==> src/rtl/serial_to_parallel_rx.sv <==
// serial_to_parallel_rx
//   Serial-in/parallel-out receiver. Assembles WIDTH-bit words from a one-bit
//   stream in either MSB-first or LSB-first framing. Each completed word is
//   presented on a registered output with a valid/ready handshake.
//
// Ports
//   clk          : clock, rising edge
//   rst_n        : asynchronous active-low reset
//   shift_input  : serial data bit
//   bit_valid    : shift_input is sampled on this edge when 1
//   msb_first    : framing order for the next word (1 = MSB first)
//   clear        : synchronous flush of partial word, out_valid and overrun
//   data_out     : last completed word
//   out_valid    : data_out holds an unconsumed word
//   out_ready    : consumer accepts data_out when out_valid & out_ready
//   overrun      : sticky, a completed word was dropped
//   bit_count    : bits collected in the current word
module serial_to_parallel_rx #(
  parameter int unsigned WIDTH = 8
) (
  input  logic                     clk,
  input  logic                     rst_n,
  input  logic                     shift_input,
  input  logic                     bit_valid,
  input  logic                     msb_first,
  input  logic                     clear,
  output logic [WIDTH-1:0]         data_out,
  output logic                     out_valid,
  input  logic                     out_ready,
  output logic                     overrun,
  output logic [$clog2(WIDTH)-1:0] bit_count
);

  localparam int unsigned CW = $clog2(WIDTH);
  localparam logic [CW-1:0] LAST = CW'(WIDTH - 1);

  typedef enum logic {
    IDLE,
    COLLECT
  } state_e;

  state_e           state;
  logic [WIDTH-1:0] sr_q, sr_d;
  logic [CW-1:0]    cnt_q, cnt_d;
  logic             order_q, order_d;
  logic [WIDTH-1:0] data_q, data_d;
  logic             valid_q, valid_d;
  logic             ovr_q, ovr_d;
  logic             order_now;
  logic [WIDTH-1:0] shifted;

  // State register
  always_ff @(posedge clk or negedge rst_n) begin
    if (!rst_n) begin
      sr_q    <= '0;
      cnt_q   <= '0;
      order_q <= 1'b0;
      data_q  <= '0;
      valid_q <= 1'b0;
      ovr_q   <= 1'b0;
    end else begin
      sr_q    <= sr_d;
      cnt_q   <= cnt_d;
      order_q <= order_d;
      data_q  <= data_d;
      valid_q <= valid_d;
      ovr_q   <= ovr_d;
    end
  end

  // Next-state logic
  always_comb begin
    state     = (cnt_q == '0) ? IDLE : COLLECT;
    // The first bit of a word uses the live pin; later bits use the latched order.
    order_now = (state == IDLE) ? msb_first : order_q;
    shifted   = order_now ? {sr_q[WIDTH-2:0], shift_input}
                          : {shift_input, sr_q[WIDTH-1:1]};

    sr_d    = sr_q;
    cnt_d   = cnt_q;
    order_d = order_q;
    data_d  = data_q;
    valid_d = valid_q;
    ovr_d   = ovr_q;

    if (clear) begin
      sr_d    = '0;
      cnt_d   = '0;
      valid_d = 1'b0;
      ovr_d   = 1'b0;
    end else begin
      if (valid_q && out_ready) begin
        valid_d = 1'b0;
      end
      if (bit_valid) begin
        sr_d = shifted;
        if (state == IDLE) begin
          order_d = msb_first;
        end
        if (cnt_q == LAST) begin
          cnt_d = '0;
          // Slot is free if empty or being consumed on this same edge.
          if (!valid_q || out_ready) begin
            data_d  = shifted;
            valid_d = 1'b1;
          end else begin
            ovr_d = 1'b1;
          end
        end else begin
          cnt_d = cnt_q + CW'(1);
        end
      end
    end
  end

  // Outputs, straight from registers
  always_comb begin
    data_out  = data_q;
    out_valid = valid_q;
    overrun   = ovr_q;
    bit_count = cnt_q;
  end

endmodule

==> config.mk <==
export PLATFORM = sky130hd
export DESIGN_NAME = serial_to_parallel_rx
export DESIGN_NICKNAME = d
export VERILOG_FILES = /design/src/rtl/serial_to_parallel_rx.sv
export SDC_FILE = /design/constraint.sdc
export NUM_CORES = 1
export LEC_CHECK = 0
export CELL_PAD_IN_SITES_DETAIL_PLACEMENT = 0
export CELL_PAD_IN_SITES_GLOBAL_PLACEMENT = 2
export CORE_UTILIZATION = 32
export DETAILED_ROUTE_END_ITERATION = 8
export GPL_TIMING_DRIVEN = 0
export PLACE_DENSITY = 0.73
export SYNTH_ARGS = -nofsm -noshare
export SYNTH_HDL_FRONTEND = slang
export SYNTH_SLANG_ARGS = --single-unit
==> constraint.sdc <==
create_clock -name clk -period 1.9 [get_ports clk]
set_input_delay 0.38 -clock clk [delete_from_list [all_inputs] [get_ports clk]]
set_output_delay 0.38 -clock clk [all_outputs]
set_load 0.01 [all_outputs]
Word-level counts from Yosys, hierarchy flattened
Index checks and enable logic that the tools add are counted.
{"block": "word_totals", "register_bits": 22, "latch_bits": 0, "mem_bits_rw": 0, "rom_bits": 0, "out_inout_bits": 13, "wordCells": 35, "mem_count": 0}
{"block": "classes", "add_sub_neg": 1, "n_mul": 0, "div": 0, "magnitude_cmp": 0, "n_eq_ne": 2, "shift": 0, "mux": 16, "n_bitwise": 1, "reduce_logical": 9}
{"cell": "2-to-1 mux 8 bit", "count": 3}
{"cell": "2-to-1 mux 1 bit", "count": 10}
{"cell": "2-to-1 mux 3 bit", "count": 3}
{"cell": "AND reduction 4 bit", "count": 1}
{"cell": "nonzero test 2 bit", "count": 2}
{"cell": "adder 3 x 1 -> 3 bit (second input constant)", "count": 1}
{"cell": "== test 3 bit (second input constant)", "count": 1}
{"cell": "zero test 3 bit", "count": 1}
{"cell": "AND reduction 3 bit", "count": 1}
{"cell": "!= test 2 bit (second input constant)", "count": 1}
{"cell": "AND reduction 2 bit", "count": 1}
{"cell": "logical AND 1 bit", "count": 1}
{"cell": "zero test 1 bit", "count": 1}
{"cell": "logical OR 1 bit", "count": 1}
{"cell": "NOT 1 bit", "count": 1}

Longest topological paths before layout
{"block": "logic_depth", "depth_word": 6, "ltp_mapped": 7, "mapped_depth_nobuf": 6}

Worst setup path after synthesis
Ideal clock, no wire load.
{"block": "synth_path", "path_type": "register to register", "startpoint": "register cnt_q[0] (netlist: bit_count[0])", "endpoint": "register sr_q[7]", "setup_time_ns": 0.142, "arrival_ns": 1.506, "setup_slack_ns": 0.252, "stages_incl_launch_ff": 7, "path_buffers": 0, "synth_period_minus_slack_ns": 1.648, "path_cell_list": "dfrtp_1 inv_1 ha_1 nand2b_4 mux2i_4 mux2i_1 a211oi_1"}
{"block": "synth_via", "elab_chain_len": 5}
{"item": "start, declared", "line_no": "44", "rtl": "logic [CW-1:0] cnt_q, cnt_d;"}
{"item": "start signal, assigned", "line_no": "63", "rtl": "cnt_q <= cnt_d;"}
{"item": "zero test 3 bit", "line_no": "73", "rtl": "state = (cnt_q == '0) ? IDLE : COLLECT;"}
{"item": "2-to-1 mux 1 bit"}
{"item": "2-to-1 mux 8 bit", "line_no": "76", "rtl": "shifted = order_now ? {sr_q[WIDTH-2:0], shift_input}"}
{"item": "2-to-1 mux 8 bit", "line_no": "95", "rtl": "if (bit_valid) begin"}
{"item": "2-to-1 mux 8 bit", "line_no": "86", "rtl": "if (clear) begin"}
{"item": "end signal, assigned", "line_no": "62", "rtl": "sr_q <= sr_d;"}
{"item": "end, declared", "line_no": "43", "rtl": "logic [WIDTH-1:0] sr_q, sr_d;"}
No other way between the ends. The select of a mux whose other input is x is not followed.
A chain may end at the register's enable or synchronous reset.

Worst setup path in the final report
{"block": "layout_path", "startpoint": "register cnt_q[0] (netlist: bit_count[0])", "endpoint": "register sr_q[2]"}
The elaborated chain is that of the path after synthesis.

==> summary.md <==
| Metric | Value |
|---|---|
| Final min period | 1710 ps |
| Initial drt markers | 18 |
| Fin util | between 40 and 50% |
| Setup Skew | about 4.7 ps |
| Crit path buf inv count | 2 |
| Yosys reg bits | 22 |
| Final nets | 128 |
| Relative slew slack | 32.2% |
| Vias in the first global route | 784 |
| LEAKAGE | around 0.59 nW |
| Cells after synthesis | 92 |
| Initial antenna violation count | 0 |
| Crit Path Max Fanout | 8 |
| Grt ovf | 0 |
| Antenna-violating nets left | 0 |
| F_max | 585 MHz |
| Die Y | 58.2 µm |
| Syn Nets | 103 |
| Num rows | 20 |
| Max Cap Violations | 0 |
| Die area | 3390 µm² |
| Synth warnings | 0 |
| Largest net degree at the start of global routing | 23 |
| Final setup fails | 0 |
| Clk buf depth | 2 |
| CP arrival | 1880 ps |
| # DRC | 0 |
| Hold Vio Cnt, Final | 0 |
| Startpoint types | flip-flop |
| Critical path class | flip-flop to flip-flop |
| Post-DP HPWL | 1510 µm |
| Setup TNS | 0 ps |
| Number of CTS-inserted buffers | 3 |
| Total GRT Usage | 14.8% |
| Htree depth | 1 |
| Mapped Area | 1010 µm² |
| Hold buffers post-CTS | 0 |
| Critical Path RT | about 2100 ps |
| Root buffer cell | clkbuf_4 |
| Clk pin slew, worst setup/hold paths | 120 ps |
| Fin. max-slew vios | 0 |
| Worst setup margin | approximately 190 ps |
| Critical Path Max Stage Delay | 430 ps |
| DP Area | 1250 µm² |
| Outcome | finished clean |
| CP max stage cell | dfrtp_1 |
| Peak supply drop | 0.000281 V |
| Avg WL per Cell | about 14 µm |
| Worst reg-to-reg setup slack | roughly 190 ps |
| # clock sinks | 22 |
| CTS tree | yes |
| Gpl congestion | 0.725 |
| Critical Path Sink Type | flip-flop |
| Avg Cell Area, Syn | approximately 11 µm² |
| Worst slack, placed | -181 ps |
| CP Launch Point | bit_count[0] |
| # IOs | 20 |
| Via-to-Cell Ratio | about 4.7 |
| Insertion delay to the later sink of the worst-skew pair | 300 ps |
| PD cells | 677 nW/µm² |
| # fillers | just over 300 |
| Netlist cell types | 19 |
| CP cell instances | inv_1, ha_1, nand2b_4, mux2i_4, buf_12, mux2i_1, a211oi_1 |
| Share of cells above drive strength 1 | 8.70% |
| Total routed wirelength | 2170 µm |
| Post-route cell area | 1310 µm² |
| Launching point of the worst reg2reg path | bit_count[0] |
| Hold path start | bit_valid |
| DRT Pass-1 Iters | 2 |
| Sequential share of the synthesized area | between 50 and 60% |
| HP Class | input pin to flip-flop |
| Vias | 744 |
| CP top delay family | multiplexers |
| IO buf count | 18 |
| Die outline width | 58.2 µm |
| Antenna diodes | 0 |
| Core Box Area | 3030 µm² |
| Initial core utilization | 33.4% |
| Worst Tran Pin Value | 1010 ps |
| Final Cycle Share | about nine tenths |
| First-pass GRT wire length | 3710 µm |
| Area delta synth->final | 29.0% |
## Yosys cell counts
master    instances  area [µm²]
dfrtp_1          22         551
nor2_1           21        78.8
a21oi_1          10        50.1
mux2i_1          10         100
a211oi_1          8        60.1
clkbuf_1          4        15.0
ha_1              4        50.1
inv_1             2        7.51
a31oi_1           1        6.26
buf_2             1        5.00
mux2_2            1        11.3
mux2i_4           1        22.5
nand2_1           1        3.75
nand2b_1          1        6.26
nand2b_4          1        13.8
nand3b_1          1        7.51
nor2b_1           1        6.26
nor3_2            1        10.0
nor3b_1           1        7.51
## per-layer routing
layer  global-route usage, %  share of wire, %  up-vias  routed length, µm
li1                        -                 -      367                  -
met1                    19.2                47      362               1030
met2                    24.5                48       13               1040
met3                    2.68               3.9        2                 85
met4                    6.12              0.69        0                 15
met5                       0                 0        -                  0
## registers in the layout, summed over array words and instances (netlist names)
signal	flops
data_out	8
sr_q	8
bit_count	3
order_q	1
out_valid	1
overrun	1
## per-stage QoR
stage / power [mW] / hold slack [ps] / instances
final: 0.884 / 464 / 159
after CTS: 0.879 / 463 / 157
after floorplan: 0.611 / 84.4 / 92
after detailed placement: 0.666 / 490 / 154
after global routing: 0.933 / 499 / 159
after global placement: 0.664 / 486 / 154
## tightest hold or removal path: stages
cell	delay, ps
clkbuf_1	140
mux2i_1	170
nor2_1	50
## report_power, final
| group | total, mW | switching [mW] | internal (mW) |
|---|---|---|---|
| Combinational | 0.161 | 0.0787 | 0.0827 |
| Sequential | 0.509 | 0.0190 | 0.490 |
| Clock | 0.213 | 0.139 | 0.0739 |
## area by class of cell
type | instances | area, µm² | share of cell area (%)
plain buffers | 5 | 22.5 | 1.72
clock buffers | 3 | 22.5 | 1.72
repair buffers | 20 | 208 | 15.9
inverters | 2 | 7.51 | 0.575
flip-flops and latches | 22 | 551 | 42.1
well taps | 44 | 55.1 | 4.21
multi-input cells | 63 | 440 | 33.7
## cell usage in the layout (no fill, tap or decap), types with 2 or more instances in the layout
| cell type | count |
|---|---|
| a211oi_1 | 8 |
| a21oi_1 | 10 |
| clkbuf_1 | 4 |
| clkbuf_4 | 4 |
| clkdlybuf4s50_1 | 18 |
| dfrtp_1 | 22 |
| ha_1 | 4 |
| inv_1 | 2 |
| mux2i_1 | 10 |
| nor2_1 | 21 |
## cells by family after synthesis
kind of cell	Yosys count	synth area share [%]
multiplexers	12	13.2
flip-flops	22	54.4
AND/OR/NAND/NOR	28	13.2
buffers and inverters	7	2.72
AO/OA/AOI/OAI	19	11.5
adder cells (fa/ha/maj)	4	4.94
## path summary, 6_finish.rpt
path	depth (start not counted)	end
max in group asynchronous	1	bit_count[2]
worst min register to register	2	overrun
worst min-delay path	3	bit_count[2]
min in group asynchronous	1	bit_count[0]
worst max register to register	7	sr_q[2]
worst max-delay path	7	sr_q[2]
## timing repair
action | in CTS | in global routing
gates resized for setup | 1 | 1
endpoints found under the hold margin | 0 | 0
buffers inserted | 0 | 2
endpoints found under the setup margin | 1 | 6
pin swaps | 0 | 1
No activity file was read; power rests on OpenSTA's default activity.
